`src/rtl/dmem_arb_pkg.sv`:
```
// ----------------------------------------------------------------------------
// dmem_arb_pkg
//   Shared types and constants for the dmem arbiter slice.
//   - arb_state_e : arbiter FSM states
//   - master_id_e : identifies the core (M0) or the MLP DMA (M1) port
//   - MAX_LOCK    : default maximum M1 burst-lock length
//   - LOCK_W      : width of the burst-lock counter for MAX_LOCK
//   - lock_width(): lock counter width for any MaxLock (at least 1 bit)
// ----------------------------------------------------------------------------
package dmem_arb_pkg;

   typedef enum logic [1:0] {
      IDLE = 2'd0,
      GNT0 = 2'd1,
      GNT1 = 2'd2
   } arb_state_e;

   typedef enum logic {
      M0 = 1'b0,
      M1 = 1'b1
   } master_id_e;

   function automatic int unsigned lock_width(input int unsigned max_lock);
      return (max_lock > 1) ? $clog2(max_lock) : 1;
   endfunction

   localparam int unsigned MAX_LOCK = 16;
   localparam int unsigned LOCK_W   = lock_width(MAX_LOCK);

endpackage

```
`src/rtl/dmem_arbiter_sat_counter.sv`:
```
// ----------------------------------------------------------------------------
// sat_counter
//   Completed-access counter that sticks at all-ones instead of wrapping.
//   clk_i  in   1         clock
//   rst_i  in   1         synchronous active-high reset (clears to 0)
//   inc_i  in   1         count one event this cycle
//   cnt_o  out  CntWidth  current count
// ----------------------------------------------------------------------------
module sat_counter #(
   parameter int unsigned CntWidth = 32
) (
   input  logic                clk_i,
   input  logic                rst_i,
   input  logic                inc_i,
   output logic [CntWidth-1:0] cnt_o
);

   logic [CntWidth-1:0] cnt_q;
   logic [CntWidth-1:0] cnt_d;

   always_comb begin
      cnt_d = cnt_q;
      if (inc_i && (cnt_q != '1)) begin
         cnt_d = cnt_q + 1'b1;
      end
   end

   always_ff @(posedge clk_i) begin
      if (rst_i) begin
         cnt_q <= '0;
      end else begin
         cnt_q <= cnt_d;
      end
   end

   assign cnt_o = cnt_q;

endmodule

```
`src/rtl/dmem_arbiter.sv`:
```
// ----------------------------------------------------------------------------
// dmem_arbiter
//   Round-robin arbiter between the core data port (M0) and the MLP DMA port
//   (M1) in front of the single memory dmem port (S). M1 may hold the grant
//   across consecutive accesses with m1_lock_i, bounded by MaxLock.
//   Ports:
//     clk_i, rst_i                      clock, synchronous active-high reset
//     m0_req_i/write_i/addr_i/wdata_i   core request, held until m0_ready_o
//     m0_ready_o, m0_rdata_o            core completion pulse and load data
//     m1_*                              DMA port, same as m0_*
//     m1_lock_i                         sampled at M1 completion: keep grant
//     s_req_o/write_o/addr_o/wdata_o    forwarded request to memory
//     s_ready_i, s_rdata_i              memory completion pulse and load data
//     m0_cnt_o, m1_cnt_o                saturating completed-access counts
//     busy_o                            FSM not in IDLE
// ----------------------------------------------------------------------------
module dmem_arbiter
   import dmem_arb_pkg::*;
#(
   parameter int unsigned DWidth   = 32,
   parameter int unsigned MaxLock  = MAX_LOCK,
   parameter int unsigned CntWidth = 32
) (
   input  logic                clk_i,
   input  logic                rst_i,
   input  logic                m0_req_i,
   input  logic                m0_write_i,
   input  logic [DWidth-1:0]   m0_addr_i,
   input  logic [DWidth-1:0]   m0_wdata_i,
   output logic                m0_ready_o,
   output logic [DWidth-1:0]   m0_rdata_o,
   input  logic                m1_req_i,
   input  logic                m1_write_i,
   input  logic [DWidth-1:0]   m1_addr_i,
   input  logic [DWidth-1:0]   m1_wdata_i,
   output logic                m1_ready_o,
   output logic [DWidth-1:0]   m1_rdata_o,
   input  logic                m1_lock_i,
   output logic                s_req_o,
   output logic                s_write_o,
   output logic [DWidth-1:0]   s_addr_o,
   output logic [DWidth-1:0]   s_wdata_o,
   input  logic                s_ready_i,
   input  logic [DWidth-1:0]   s_rdata_i,
   output logic [CntWidth-1:0] m0_cnt_o,
   output logic [CntWidth-1:0] m1_cnt_o,
   output logic                busy_o
);

   localparam int unsigned LockW = (MaxLock == MAX_LOCK) ? LOCK_W : lock_width(MaxLock);
   localparam logic [LockW-1:0] LockLast = LockW'(MaxLock - 1);

   arb_state_e       state_q;
   master_id_e       last_q;
   logic [LockW-1:0] lock_q;

   // Forwarding mux and completion decode; only the granted master sees s_*.
   always_comb begin
      s_req_o    = 1'b0;
      s_write_o  = 1'b0;
      s_addr_o   = '0;
      s_wdata_o  = '0;
      m0_ready_o = 1'b0;
      m1_ready_o = 1'b0;
      case (state_q)
         GNT0: begin
            s_req_o    = m0_req_i;
            s_write_o  = m0_write_i;
            s_addr_o   = m0_addr_i;
            s_wdata_o  = m0_wdata_i;
            m0_ready_o = m0_req_i && s_ready_i;
         end
         GNT1: begin
            s_req_o    = m1_req_i;
            s_write_o  = m1_write_i;
            s_addr_o   = m1_addr_i;
            s_wdata_o  = m1_wdata_i;
            m1_ready_o = m1_req_i && s_ready_i;
         end
         default: ;
      endcase
   end

   assign m0_rdata_o = s_rdata_i;
   assign m1_rdata_o = s_rdata_i;
   assign busy_o     = (state_q != IDLE);

   always_ff @(posedge clk_i) begin
      if (rst_i) begin
         state_q <= IDLE;
         last_q  <= M1;
         lock_q  <= '0;
      end else begin
         case (state_q)
            IDLE: begin
               if (m0_req_i && m1_req_i) begin
                  state_q <= (last_q == M0) ? GNT1 : GNT0;
               end else if (m0_req_i) begin
                  state_q <= GNT0;
               end else if (m1_req_i) begin
                  state_q <= GNT1;
               end
            end
            GNT0: begin
               if (!m0_req_i) begin
                  state_q <= IDLE;
               end else if (s_ready_i) begin
                  state_q <= IDLE;
                  last_q  <= M0;
                  lock_q  <= '0;
               end
            end
            GNT1: begin
               if (!m1_req_i) begin
                  state_q <= IDLE;
                  lock_q  <= '0;
               end else if (s_ready_i) begin
                  last_q <= M1;
                  // lock_q counts extra locked accesses; MaxLock total per grant.
                  if (m1_lock_i && (lock_q < LockLast)) begin
                     lock_q <= lock_q + 1'b1;
                  end else begin
                     state_q <= IDLE;
                     lock_q  <= '0;
                  end
               end
            end
            default: begin
               state_q <= IDLE;
               lock_q  <= '0;
            end
         endcase
      end
   end

   sat_counter #(.CntWidth(CntWidth)) u_m0_cnt (
      .clk_i (clk_i),
      .rst_i (rst_i),
      .inc_i (m0_ready_o),
      .cnt_o (m0_cnt_o)
   );

   sat_counter #(.CntWidth(CntWidth)) u_m1_cnt (
      .clk_i (clk_i),
      .rst_i (rst_i),
      .inc_i (m1_ready_o),
      .cnt_o (m1_cnt_o)
   );

endmodule

```
`config.mk`:
```
export PLATFORM = sky130hd
export DESIGN_NAME = dmem_arbiter
export DESIGN_NICKNAME = d
export VERILOG_FILES = /design/src/rtl/dmem_arb_pkg.sv /design/src/rtl/dmem_arbiter_sat_counter.sv /design/src/rtl/dmem_arbiter.sv
export SDC_FILE = /design/constraint.sdc
export NUM_CORES = 1
export LEC_CHECK = 0
export ABC_AREA = 1
export BUFFER_PORTS_ARGS = -buffer_cell sky130_fd_sc_hd__buf_2
export CAP_MARGIN = 20
export CORE_AREA = 3 3 139 141
export CTS_CLUSTER_SIZE = 25
export DETAILED_ROUTE_END_ITERATION = 16
export DIE_AREA = 0 0 142 144
export GPL_TIMING_DRIVEN = 0
export PLACE_DENSITY = 0.67
export SYNTH_ARGS = -nofsm -noshare
export SYNTH_HDL_FRONTEND = slang
export SYNTH_HIERARCHICAL = 1
export SYNTH_SLANG_ARGS = --single-unit
```
`constraint.sdc`:
```
create_clock -name clk_i -period 4.05 [get_ports clk_i]
set_input_delay 0.405 -clock clk_i [delete_from_list [all_inputs] [get_ports clk_i]]
set_output_delay 0.405 -clock clk_i [all_outputs]
set_load 0.01 [all_outputs]
```
==> reports/qor.json <==
{
  "synth.cell_area_um2": 6010,
  "number_of_standard_cells_in_the_layout_taps_in_and_fillers_out": 1582,
  "run_status": "finished clean",
  "slew_headroom": 0.398,
  "r2r_start": "state_q[1]",
  "holdCritPathClass": "in2reg",
  "cap_viol_max_count": 0,
  "tritoncts": "done",
  "grt_start_max_net_pins": 13,
  "reg2reg_setup_slack_ns": 0.98,
  "cts_hold_buffers": 0,
  "layout_common_cells": "buf_2 (343), nand2_1 (324), nor2_1 (151)",
  "synth_seq_area_share": 0.237,
  "leak_pwr_uw": 0.00427,
  "synth_fp_nets": 1179,
  "gp_congestion": 0.951,
  "total_of_buffers_placed_on_input_and_output_ports": 332,
  "yosysUniqueCellTypes": 31,
  "detailedRoute.firstIterationViolations": 479,
  "cts.path.max_buffers": 2,
  "die-height_um": 144,
  "worst_slew_pin_slew_ns": 0.900,
  "maxSlewViolCount": 0,
  "detail-route-antenna-nets": 0,
  "final_hold_violations": 0,
  "fmax_ghz": 0.326,
  "synth_compound_gate_area_share": 0.106,
  "grt_pass1_wl_um": 38700,
  "synthesis.instances": 1005,
  "areaGrowthSynthToFinish_pct": 38.1,
  "crit_required_ns": 4.28,
  "rsz0062_at_grt": "no",
  "layout_cell_share_with_drive_strength_beyond_1": 0.376,
  "cts.clk_slew.worst_paths_ns": 0.06,
  "dr_total_vias": 7690,
  "synth_enable_flop_cells": 0,
  "grt_overflow_total": 0,
  "setup_violations": 0,
  "synth_seq_cells": 71,
  "drt_pass1_iterations": 5,
  "crit_path_start_kind": "flip-flop",
  "grt_antenna_before_repair": 2,
  "width_of_the_die_um": 142,
  "place.detailed.instances": 1566,
  "synth_adder_area_share": 0.0125,
  "cts-buffers-inserted": 9,
  "ir_drop_v": 0.000171,
  "std_cell_rows": 49,
  "cts-htree-levels": 3,
  "cp-end-kind": "flip-flop",
  "post_cts_resized": 0,
  "post_drt_via_cell_ratio": 4.86,
  "power_per_cell_area_nw_per_um2": 294,
  "post_cts.repair.setup_buffers": 0,
  "critical_path_arrival_ns": 3.29,
  "wl_um": 26900,
  "global_route.usage.total": 0.244,
  "finalCritPeriodShare": 0.757,
  "postSynth.asyncResetShare": 0,
  "post_synth_and_or_nand_nor_area_fraction": 0.475,
  "ys.flop_type": "dfxtp_1",
  "xor_and_xnor_fraction_of_the_mapped_netlist_area": 0,
  "critical_path.startpoint": "state_q[1]",
  "final.setup_skew_ns": 0.00924,
  "core_region_area_um2": 18100,
  "num_io_pins": 365,
  "fin_nets": 1522,
  "cts.root.buffer_cell": "clkbuf_16",
  "most_common_cell_after_layout_fill_and_taps_aside": "buf_2",
  "start_util": 0.332,
  "avgRoutedWirePerCell_um": 17.0,
  "post-route-drc-count": 0,
  "r2r-end": "u_m0_cnt/cnt_o[17]",
  "worstRegToRegCells": 13,
  "final.min_clock_period_ns": 3.07,
  "cts.sink_count": 71,
  "muxShareOfSynthArea": 0,
  "syn_avg_cell_area_um2": 5.98,
  "design.die.area_um2": 20400,
  "dominant_combinational_cell_family_by_area_after_synthesis": "simple AND/OR/NAND/NOR gates",
  "place_hpwl_um": 22200,
  "fin_setup_tns_ns": 0,
  "critical_path_class": "reg2reg",
  "synth_warnings": 6,
  "diodes": 0,
  "clk-insertion-delay-late_ns": 0.33,
  "critical_path_peak_fanout": 8,
  "critical_path.endpoint": "u_m0_cnt/cnt_o[17]",
  "first_global_vias": 6807
}
==> routing by layer <==
layer,share of wire,vias up,GRT usage
met5,0.00082,-,0
met4,0.023,4,0.0798
met3,0.080,42,0.0562
met2,0.47,326,0.409
met1,0.42,3491,0.311
li1,-,3827,-
==> cell type report <==
| cell class | count | area, µm² |
|---|---|---|
| plain buffers | 101 | 731 |
| clock buffers | 12 | 267 |
| clock inverters | 4 | 76.3 |
| fillers | 1916 | 9790 |
| inverters | 78 | 293 |
| multi-input cells | 755 | 3560 |
| flip-flops and latches | 71 | 1420 |
| well taps | 229 | 287 |
| repair buffers | 332 | 1660 |
==> cell families (layout without fill, tap and decap cells) <==
family,Yosys count,after routing
adders and majority gates,6,6
DFF,71,71
AOI/OAI and AO/OA,120,120
buffers and inverters,179,527
and+or+nand+nor,629,629
==> synth_stat cells, drive strengths merged, types with 5 or more instances <==
cell,count,area share
a31oi,10,0.010
a21oi,107,0.092
nand4,30,0.035
nand2,343,0.23
buf,96,0.12
ha,6,0.012
clkbuf,5,0.0031
nand3,70,0.070
nor3,9,0.0092
inv,76,0.047
nor2,173,0.13
dfxtp,71,0.24
==> stage by stage <==
step	utilization	worst slack, ns	cell area [µm²]	hold slack (ns)	total power, µW
after floorplan	-	2.00	6010	0.444	1180
after global placement	0.440	1.26	7960	0.461	1540
after detailed placement	0.440	1.21	7960	0.465	1540
after CTS	0.459	1.10	8300	0.336	2460
after global routing	0.459	0.864	8300	0.352	2560
final	0.459	0.985	8300	0.348	2440
==> worst max-delay path, stage by stage (launching register included) <==
cell	delay [ns]
dfxtp_1	0.31
inv_1	0.09
ha_1	0.33
nand2_1	0.17
nor2_1	0.71
inv_2	0.24
nor2_1	0.28
nand2_1	0.15
inv_2	0.11
nand2_1	0.11
nor2_1	0.23
nand3_2	0.10
nand2_1	0.08
nor2_1	0.03
==> power breakdown <==
part / total, µW / internal (µW) / switching [µW]
clock network: 906 / 591 / 315
logic: 816 / 289 / 527
registers: 718 / 710 / 8.46
total: 2440 / 1590 / 851
==> state kept, by name, summed over array words and instances, names as in the netlist <==
signal and count:
last_q 1, u_m0_cnt/cnt_o 32, state_q 2, u_m1_cnt/cnt_o 32
lock_q 4
==> worst min path at each step <==
stage                  start     end  cells after the start
floorplan             last_q  last_q                      2
global placement      last_q  last_q                      2
detailed placement    last_q  last_q                      2
CTS                 m0_req_i  last_q                      3
global route        m0_req_i  last_q                      3
finish              m0_req_i  last_q                      3
(Power assumes the default switching activity.)
